$ cat config.mk
export PLATFORM = sky130hd
export DESIGN_NAME = cb4_chain_sched_flat
export DESIGN_NICKNAME = d
export VERILOG_FILES = /design/src/rtl/cb4_chain_sched_if.sv /design/src/rtl/cb4_chain_sched.sv /design/src/flat_wrapper.sv
export SDC_FILE = /design/constraint.sdc
export NUM_CORES = 1
export LEC_CHECK = 0
export ABC_AREA = 1
export BUFFER_PORTS_ARGS = -buffer_cell sky130_fd_sc_hd__buf_4
export CAP_MARGIN = 20
export CELL_PAD_IN_SITES_DETAIL_PLACEMENT = 2
export CELL_PAD_IN_SITES_GLOBAL_PLACEMENT = 2
export CORE_ASPECT_RATIO = 0.75
export CORE_UTILIZATION = 32
export CTS_CLUSTER_SIZE = 30
export DETAILED_ROUTE_END_ITERATION = 8
export PLACE_DENSITY = 0.75
export SLEW_MARGIN = 10
export SYNTH_ARGS = -nofsm -noshare
export SYNTH_HDL_FRONTEND = slang
export SYNTH_SLANG_ARGS = --single-unit
$ cat constraint.sdc
create_clock -name clk -period 2.6 [get_ports clk]
set_input_delay 0.26 -clock clk [delete_from_list [all_inputs] [get_ports clk]]
set_output_delay 0.26 -clock clk [all_outputs]
set_load 0.05 [all_outputs]
$ cat src/rtl/cb4_chain_sched_if.sv
// cb4_chain_sched_if: request/grant, completion and readback signals of the chain scheduler
interface cb4_chain_sched_if #(parameter int NCH = 4, parameter int WIDTH = 16) ();
  localparam int CW = $clog2(NCH);
  logic [NCH-1:0]   req;
  logic [NCH-1:0]   up;
  logic [CW-1:0]    rd_sel;
  logic [NCH-1:0]   gnt;
  logic             busy;
  logic             done;
  logic [CW-1:0]    done_ch;
  logic             wrap;
  logic [WIDTH-1:0] rd_data;
  modport master (output req, up, rd_sel, input gnt, busy, done, done_ch, wrap, rd_data);
  modport slave  (input req, up, rd_sel, output gnt, busy, done, done_ch, wrap, rd_data);
endinterface

$ cat src/rtl/cb4_chain_sched.sv
// cb4_chain_sched: round-robin sharing of one 4-bit up/down slice across NCH counters, nibble-serial
module cb4_chain_sched #(
  parameter int NCH   = 4,
  parameter int WIDTH = 16
) (
  input logic           clk,
  input logic           rst_n,
  cb4_chain_sched_if.slave bus
);
  localparam int NIB = WIDTH / 4;
  localparam int CW  = $clog2(NCH);
  localparam int KW  = NIB > 1 ? $clog2(NIB) : 1;
  typedef enum logic [1:0] {IDLE, RUN, DONE} state_t;
  state_t           st;
  logic [CW-1:0]    ptr, ch, sel;
  logic             dir, c;
  logic [KW-1:0]    k;
  logic [WIDTH-1:0] acc, acc_nx;
  logic [WIDTH-1:0] cnt [NCH];
  logic [4:0]       sum;
  logic [NCH-1:0]   gnt;
  logic             busy, done, wrap;
  logic [CW-1:0]    done_ch;
  // descending scan so the channel closest after ptr wins
  always_comb begin
    sel = ptr;
    for (int i = NCH - 1; i >= 0; i--)
      if (bus.req[(int'(ptr) + i) % NCH]) sel = CW'((int'(ptr) + i) % NCH);
    sum = {1'b0, acc[k*4 +: 4]} + {1'b0, dir ? 4'h0 : 4'hF} + {4'b0, c};
    acc_nx = acc;
    acc_nx[k*4 +: 4] = sum[3:0];
  end
  always_ff @(posedge clk or negedge rst_n) begin
    if (!rst_n) begin
      st      <= IDLE;
      ptr     <= '0;
      ch      <= '0;
      dir     <= 1'b0;
      c       <= 1'b0;
      k       <= '0;
      acc     <= '0;
      gnt     <= '0;
      busy    <= 1'b0;
      done    <= 1'b0;
      done_ch <= '0;
      wrap    <= 1'b0;
      for (int i = 0; i < NCH; i++) cnt[i] <= '0;
    end else begin
      case (st)
        IDLE: if (|bus.req) begin
          st   <= RUN;
          gnt  <= NCH'(1) << sel;
          busy <= 1'b1;
          ch   <= sel;
          dir  <= bus.up[sel];
          c    <= bus.up[sel];
          acc  <= cnt[sel];
          k    <= '0;
          ptr  <= (sel == CW'(NCH - 1)) ? '0 : sel + 1'b1;
        end
        RUN: begin
          gnt <= '0;
          acc <= acc_nx;
          c   <= sum[4];
          k   <= k + 1'b1;
          if (k == KW'(NIB - 1)) begin
            st      <= DONE;
            cnt[ch] <= acc_nx;
            done    <= 1'b1;
            done_ch <= ch;
            wrap    <= dir ? sum[4] : ~sum[4];
          end
        end
        default: begin
          st   <= IDLE;
          busy <= 1'b0;
          done <= 1'b0;
          wrap <= 1'b0;
        end
      endcase
    end
  end
  assign bus.gnt     = gnt;
  assign bus.busy    = busy;
  assign bus.done    = done;
  assign bus.done_ch = done_ch;
  assign bus.wrap    = wrap;
  assign bus.rd_data = (int'(bus.rd_sel) < NCH) ? cnt[bus.rd_sel] : '0;
endmodule

$ cat src/flat_wrapper.sv
// flat-port wrapper written by rule: the top's interface ports become plain ports
module cb4_chain_sched_flat 
#(
  parameter int NCH   = 4,
  parameter int WIDTH = 16
)
  (clk, rst_n, bus_req, bus_up, bus_rd_sel, bus_gnt, bus_busy, bus_done, bus_done_ch, bus_wrap, bus_rd_data);
  cb4_chain_sched_if #(.NCH(NCH), .WIDTH(WIDTH)) bus_i ();
  input logic clk;
  input logic rst_n;
  input wire logic [$bits(bus_i.req)-1:0] bus_req;
  input wire logic [$bits(bus_i.up)-1:0] bus_up;
  input wire logic [$bits(bus_i.rd_sel)-1:0] bus_rd_sel;
  output wire logic [$bits(bus_i.gnt)-1:0] bus_gnt;
  output wire logic [$bits(bus_i.busy)-1:0] bus_busy;
  output wire logic [$bits(bus_i.done)-1:0] bus_done;
  output wire logic [$bits(bus_i.done_ch)-1:0] bus_done_ch;
  output wire logic [$bits(bus_i.wrap)-1:0] bus_wrap;
  output wire logic [$bits(bus_i.rd_data)-1:0] bus_rd_data;
  assign bus_i.req = bus_req;
  assign bus_i.up = bus_up;
  assign bus_i.rd_sel = bus_rd_sel;
  assign bus_gnt = bus_i.gnt;
  assign bus_busy = bus_i.busy;
  assign bus_done = bus_i.done;
  assign bus_done_ch = bus_i.done_ch;
  assign bus_wrap = bus_i.wrap;
  assign bus_rd_data = bus_i.rd_data;
  cb4_chain_sched #(.NCH(NCH), .WIDTH(WIDTH)) u_core (.clk(clk), .rst_n(rst_n), .bus(bus_i));
endmodule
; Word-level counts from Yosys, hierarchy flattened
; Index checks and enable logic that the tools add are counted.
[totals]
regBits = 99
output_inout_bits = 25
[classes]
n_addsub = 8
n_lt_le_gt_ge = 9
n_eq_ne = 5
shift = 4
muxes = 47
n_bitwise = 9
n_reduce_logical = 13
[ops]
columns = operator, count
row1 = $mux W16, 6
row2 = $bmux W16 S2, 2
row3 = $bwmux W64, 1
row4 = $neg A4 Y34, 1
row5 = $shift A4 B34 Y16 const A, 1
row6 = $shiftx A4 B34 Y16, 1
row7 = $demux W16 S2, 1
row8 = $pmux W16 S2, 1
row9 = $bwmux W16, 1
row10 = $mux W2, 8
row11 = $shiftx A16 B5 Y4, 1
row12 = $mux W1, 13
row13 = $lt A3 B4 Y1 const B, 3
row14 = $reduce_and A2 Y1, 6
row15 = $bmux W1 S2, 5
row16 = $ge A3 B3 Y1 const B, 3
row17 = $not A2 Y3, 3
row18 = $mux W4, 2
row19 = $pmux W1 S2, 4
row20 = $pmux W2 S2, 2
row21 = $pmux W4 S2, 1
row22 = $add A2 B1 Y2 const B, 3
row23 = $lt A2 B3 Y1 const B, 2
row24 = $reduce_or A2 Y1, 3
row25 = 14 further kinds, 21

; Longest topological paths before layout
[depth]
ltp_word = 16
depth_mapped = 17

; Worst setup path after synthesis
; OpenSTA, ideal clock, no wires.
[synth_timing]
kind = register to register
startpoint = reg u_core.k[0]
endpoint = reg u_core.cnt[54] in the netlist's numbering
t_arrival_ns = 2.740
required_time_ns = 2.535
slack_ns = -0.205
stages_incl_launch_ff = 14
path_buffers = 2
path_cell_list = dfrtp_1 -> clkbuf_1 -> clkbuf_1 -> o21ai_0 -> a21oi_1 -> a21oi_1 -> fa_1 -> fa_1 -> xnor2_1 -> inv_1 -> nor2_1 -> nand2_1 -> o22ai_1 -> mux2_2
[synth_between]
elab_chain_len = 6
word_cells_on_any_way = 10
classes_between = add/sub (3) / eq/ne (1) / shift (3) / mux (2) / reduce/logical (1)
[synth_rtl]
columns = element, line
row1 = start: declaration, cb4_chain_sched.sv:17  ; logic [KW-1:0] k;
row2 = start signal: assignment, cb4_chain_sched.sv:65  ; k <= k + 1'b1;
row3 = $shiftx A16 B5 Y4, cb4_chain_sched.sv:29  ; sum = {1'b0, acc[k*4 +: 4]} + {1'b0, dir ? 4'h0 : 4'hF} + {4'b0, c};
row4 = $add A4 B4 Y5, cb4_chain_sched.sv:29
row5 = $add A5 B1 Y5, cb4_chain_sched.sv:29
row6 = $shiftx A4 B34 Y16, cb4_chain_sched.sv:31  ; acc_nx[k*4 +: 4] = sum[3:0];
row7 = $bwmux W16, cb4_chain_sched.sv:31
row8 = $bwmux W64, cb4_chain_sched.sv:68  ; cnt[ch] <= acc_nx;
row9 = end signal: indexed assignment, cb4_chain_sched.sv:68
row10 = end: declaration, cb4_chain_sched.sv:19  ; logic [WIDTH-1:0] cnt [NCH];
; Parallel ways exist; a longest one is shown, timed or not.
; A chain may end at the register's enable or synchronous reset.

; Final worst setup path
[layout_timing]
startpoint = reg u_core.k[0]
endpoint = reg u_core.cnt[61] in the netlist's numbering
; Same word-level chain as after synthesis.

==> results.md <==
- Vias per cell: 5.14
- Cts bufs inserted: 9
- Maxcap violations: 0
- Fmax: 0.389 GHz
- Final Skew: 0.00980 ns
- Adder-Cell Fraction of Synth Area: 0.0353
- Top-count cell post-synth: nand2_1
- Number of I/O pins: 37
- Final hold violations: 0
- Core footprint: 0.0176 mm^2
- Row count: 42
- CTS tree: done
- Mean post-synth cell area: 7.54 um^2
- Root Buffer: clkbuf_16
- IO buf count: 36
- Worst EP arrival: 2.81 ns
- Clk slew on worst S/H paths: 0.08 ns
- Clock share of power: 0.121
- Post-synth cell types: 38
- Initial drt markers: 258
- Top cells by count, synth: 193 x nand2_1, 106 x inv_1, 99 x dfrtp_1
- Clk sinks: 99
- Post-Synth XOR/XNOR Area: 0.00152
- Post-Syn Instances: 762
- DRT Pass-1 Iters: 6
- Max clock buf depth: 2
- Vias in the first global route: 6,048
- #FFs+latches synth: 99
- Post-synth ARST share: 1.00
- Number of flops mapped to enable cells by yosys: 0
- Relative slew slack: 0.584
- Starting Density: 0.326
- Max Slew Vio Count: 0
- Die ar.: 0.0185 mm^2
- Critical path class: reg2reg
- Area leader, netlist: dfrtp_1
- # setup viols final: 0
- Power Density: 1610 mW/mm^2
- Synth top area cells: dfrtp_1 43%, nand2_1 13%, o21ai_0 7.8%, inv_1 6.9%, a21oi_1 6.1%
- First-pass GRT wire length: 33.5 mm
- Sequential cell area: 0.00248 mm^2
- Synthesized-area fraction occupied by and/or/nand/nor cells: 0.219
- Synth Cell Area: 0.00575 mm^2
- Avg WL per Cell: 19.4 um
- # DRC: 0
- Gr ovfl total: 0
- CP Launch Type: flip-flop
- Leak: 3.40 nW
- Proportion of synthesized area in mux cells: 0.00980
- ANT cells: 0
- # H-tree levels: 3
- GP Congestion: 0.877
- Area occupied by multi-input gates: 0.00283 mm^2
- Nets: 859
- Final period utilization: 0.988
- Largest net degree at the start of global routing: 43
- Sw Share: 0.507
- Least-Margin Pin Slew: 0.624 ns
- Comb power frac: 0.643
- Outcome: finished, final reports clean
- Worst skew pair latency: 0.36 ns
- Dpl hpwl: 14.7 mm
- Routed WL: 20.9 mm
- Die Ht: 118 um
- Hold Path Class: in2reg
- Synth Area in Compound Gates: 0.194
- Max VDD drop: 0.000691 V
- WP data required: 2.84 ns
- Top cell type's share of synthesized area: 0.431
- Most used DFF post-synth: dfrtp_1
- Largest family of logic cells by synthesized area: simple AND/OR/NAND/NOR gates
- Ys Warns: 0
- Synth Net Count: 789
- Power consumption: 0.0115 W
- Critical path capture point type: flip-flop
- Max Fanout on Critical Path: 7
- Via count: 5,543
- P_int: 0.00567 W
- Layout cell share with drive strength beyond 1: 0.217
- RSZ-0062 raised after global routing: true
- Number of routed nets with antenna violations: 0
- Fin crit period: 2.57 ns
- Filler cells: 1,991
- Initial antenna violation count: 0
- Tot GR Track Use: 0.239
- Layout area overhead: 24.5%
- Post-synthesis sequential area ratio: 0.431
- Core Util, Final: 0.406
- Psw: 0.00582 W
- Die width: 157 um
- Sequential share of power: 0.236
-- sequential cells by signal, indices dropped and copies added, names as in the netlist --
| name | cells |
|---|---|
| u_core.acc | 16 |
| u_core.bus.done | 1 |
| u_core.dir | 1 |
| u_core.cnt | 64 |
| u_core.ch | 2 |
| u_core.c | 1 |
| u_core.bus.done_ch | 2 |
| u_core.st | 2 |
| u_core.k | 2 |
| u_core.bus.busy | 1 |
| u_core.bus.gnt | 4 |
| u_core.bus.wrap | 1 |
| u_core.ptr | 2 |
-- final timing paths --
kind                       slack, ns  cells past startpoint             startpoint                     to
setup / recovery                0.03                     11            u_core.k[0]         u_core.cnt[61]
hold / removal                  0.21                      3              bus_up[2]             u_core.dir
setup reg to reg                0.03                     11            u_core.k[0]         u_core.cnt[61]
hold reg to reg                 0.48                      2  u_core.bus.done_ch[0]  u_core.bus.done_ch[0]
max in group asynchronous       1.46                      3                  rst_n         u_core.cnt[54]
min in group asynchronous       0.43                      2                  rst_n         u_core.cnt[41]
-- critical path: stages (launching register included) --
cell	delay [ns]
dfrtp_1	0.41
buf_6	0.15
o21ai_2	0.07
a21oi_2	0.12
a21oi_2	0.05
fa_2	0.40
fa_2	0.60
nor2_4	0.05
nand2_4	0.12
o22ai_4	0.09
buf_6	0.14
mux2_2	0.26
-- cell families (layout without fill, tap and decap cells) --
logic type / after synthesis / count (layout)
and+or+nand+nor: 290 / 290
AOI/OAI and AO/OA: 198 / 198
buffers and inverters: 154 / 229
DFF: 99 / 99
adders and majority gates: 15 / 15
muxes: 5 / 5
xor gates and xnor gates: 1 / 1
-- stage by stage --
step | setup WS (ns) | instance area (um^2) | std cells | TNS, ns | hold slack (ns)
final | 0.0309 | 7150 | 1079 | 0 | 0.215
after floorplan | 0.0190 | 5760 | 762 | 0 | -0.0356
after global routing | -0.112 | 7150 | 1079 | -1.99 | 0.237
after CTS | 0.0222 | 6940 | 1071 | 0 | 0.206
after detailed placement | -0.0501 | 6600 | 1054 | -0.462 | 0.276
after global placement | 0.0318 | 6600 | 1054 | 0 | 0.270
-- cells in the final DEF, fill, tap and decap left out, drive strengths merged --
cell         instances
bufinv               1
nor3                 2
dfrtp               99
clkbuf              10
a31oi                2
and2                 1
nand3b               2
nand3               53
o22ai               12
buf                 94
o31ai                1
nand4                2
fa                   2
xnor2                1
ha                  13
clkinvlp             1
inv                119
clkinv               3
a22o                 3
o21ai               90
a32oi                1
mux2                 5
nor2                29
a21oi               70
nand2              200
o211ai              11
or2                  1
dlygate4sd3          1
a22oi                8
-- what timing repair did --
| item | CTS | global route |
|---|---|---|
| buffers inserted | 0 | 8 |
| pin swaps | 0 | 17 |
| endpoints found under the setup margin | 23 | 62 |
| hold buffers | 1 | 0 |
| endpoints found under the hold margin | 36 | 0 |
| resized for setup | 8 | 51 |
-- layer usage --
metal / track usage / routed length, um
met5: 0 / 0
met4: 0.0558 / 293
met3: 0.0339 / 718
met2: 0.385 / 9810
met1: 0.336 / 10100
-- power groups by stage --
stage	sequential, W	clock, W	combinational, W
after global routing	0.00279	0.00148	0.00810
after detailed placement	0.00272	0	0.00662
after global placement	0.00267	0	0.00636
after CTS	0.00270	0.00143	0.00679
final	0.00271	0.00139	0.00739
after floorplan	0.00272	0	0.00408
-- area by class of cell --
| cell class | instances | area share |
|---|---|---|
| Inverter | 118 | 0.0626 |
| Sequential cell | 99 | 0.346 |
| Clock buffer | 10 | 0.0320 |
| Multi-Input combinational cell | 509 | 0.396 |
| Clock inverter | 6 | 0.00910 |
| Tap cell | 242 | 0.0423 |
| Timing Repair Buffer | 95 | 0.112 |
No activity file was read; power rests on OpenSTA's default activity.
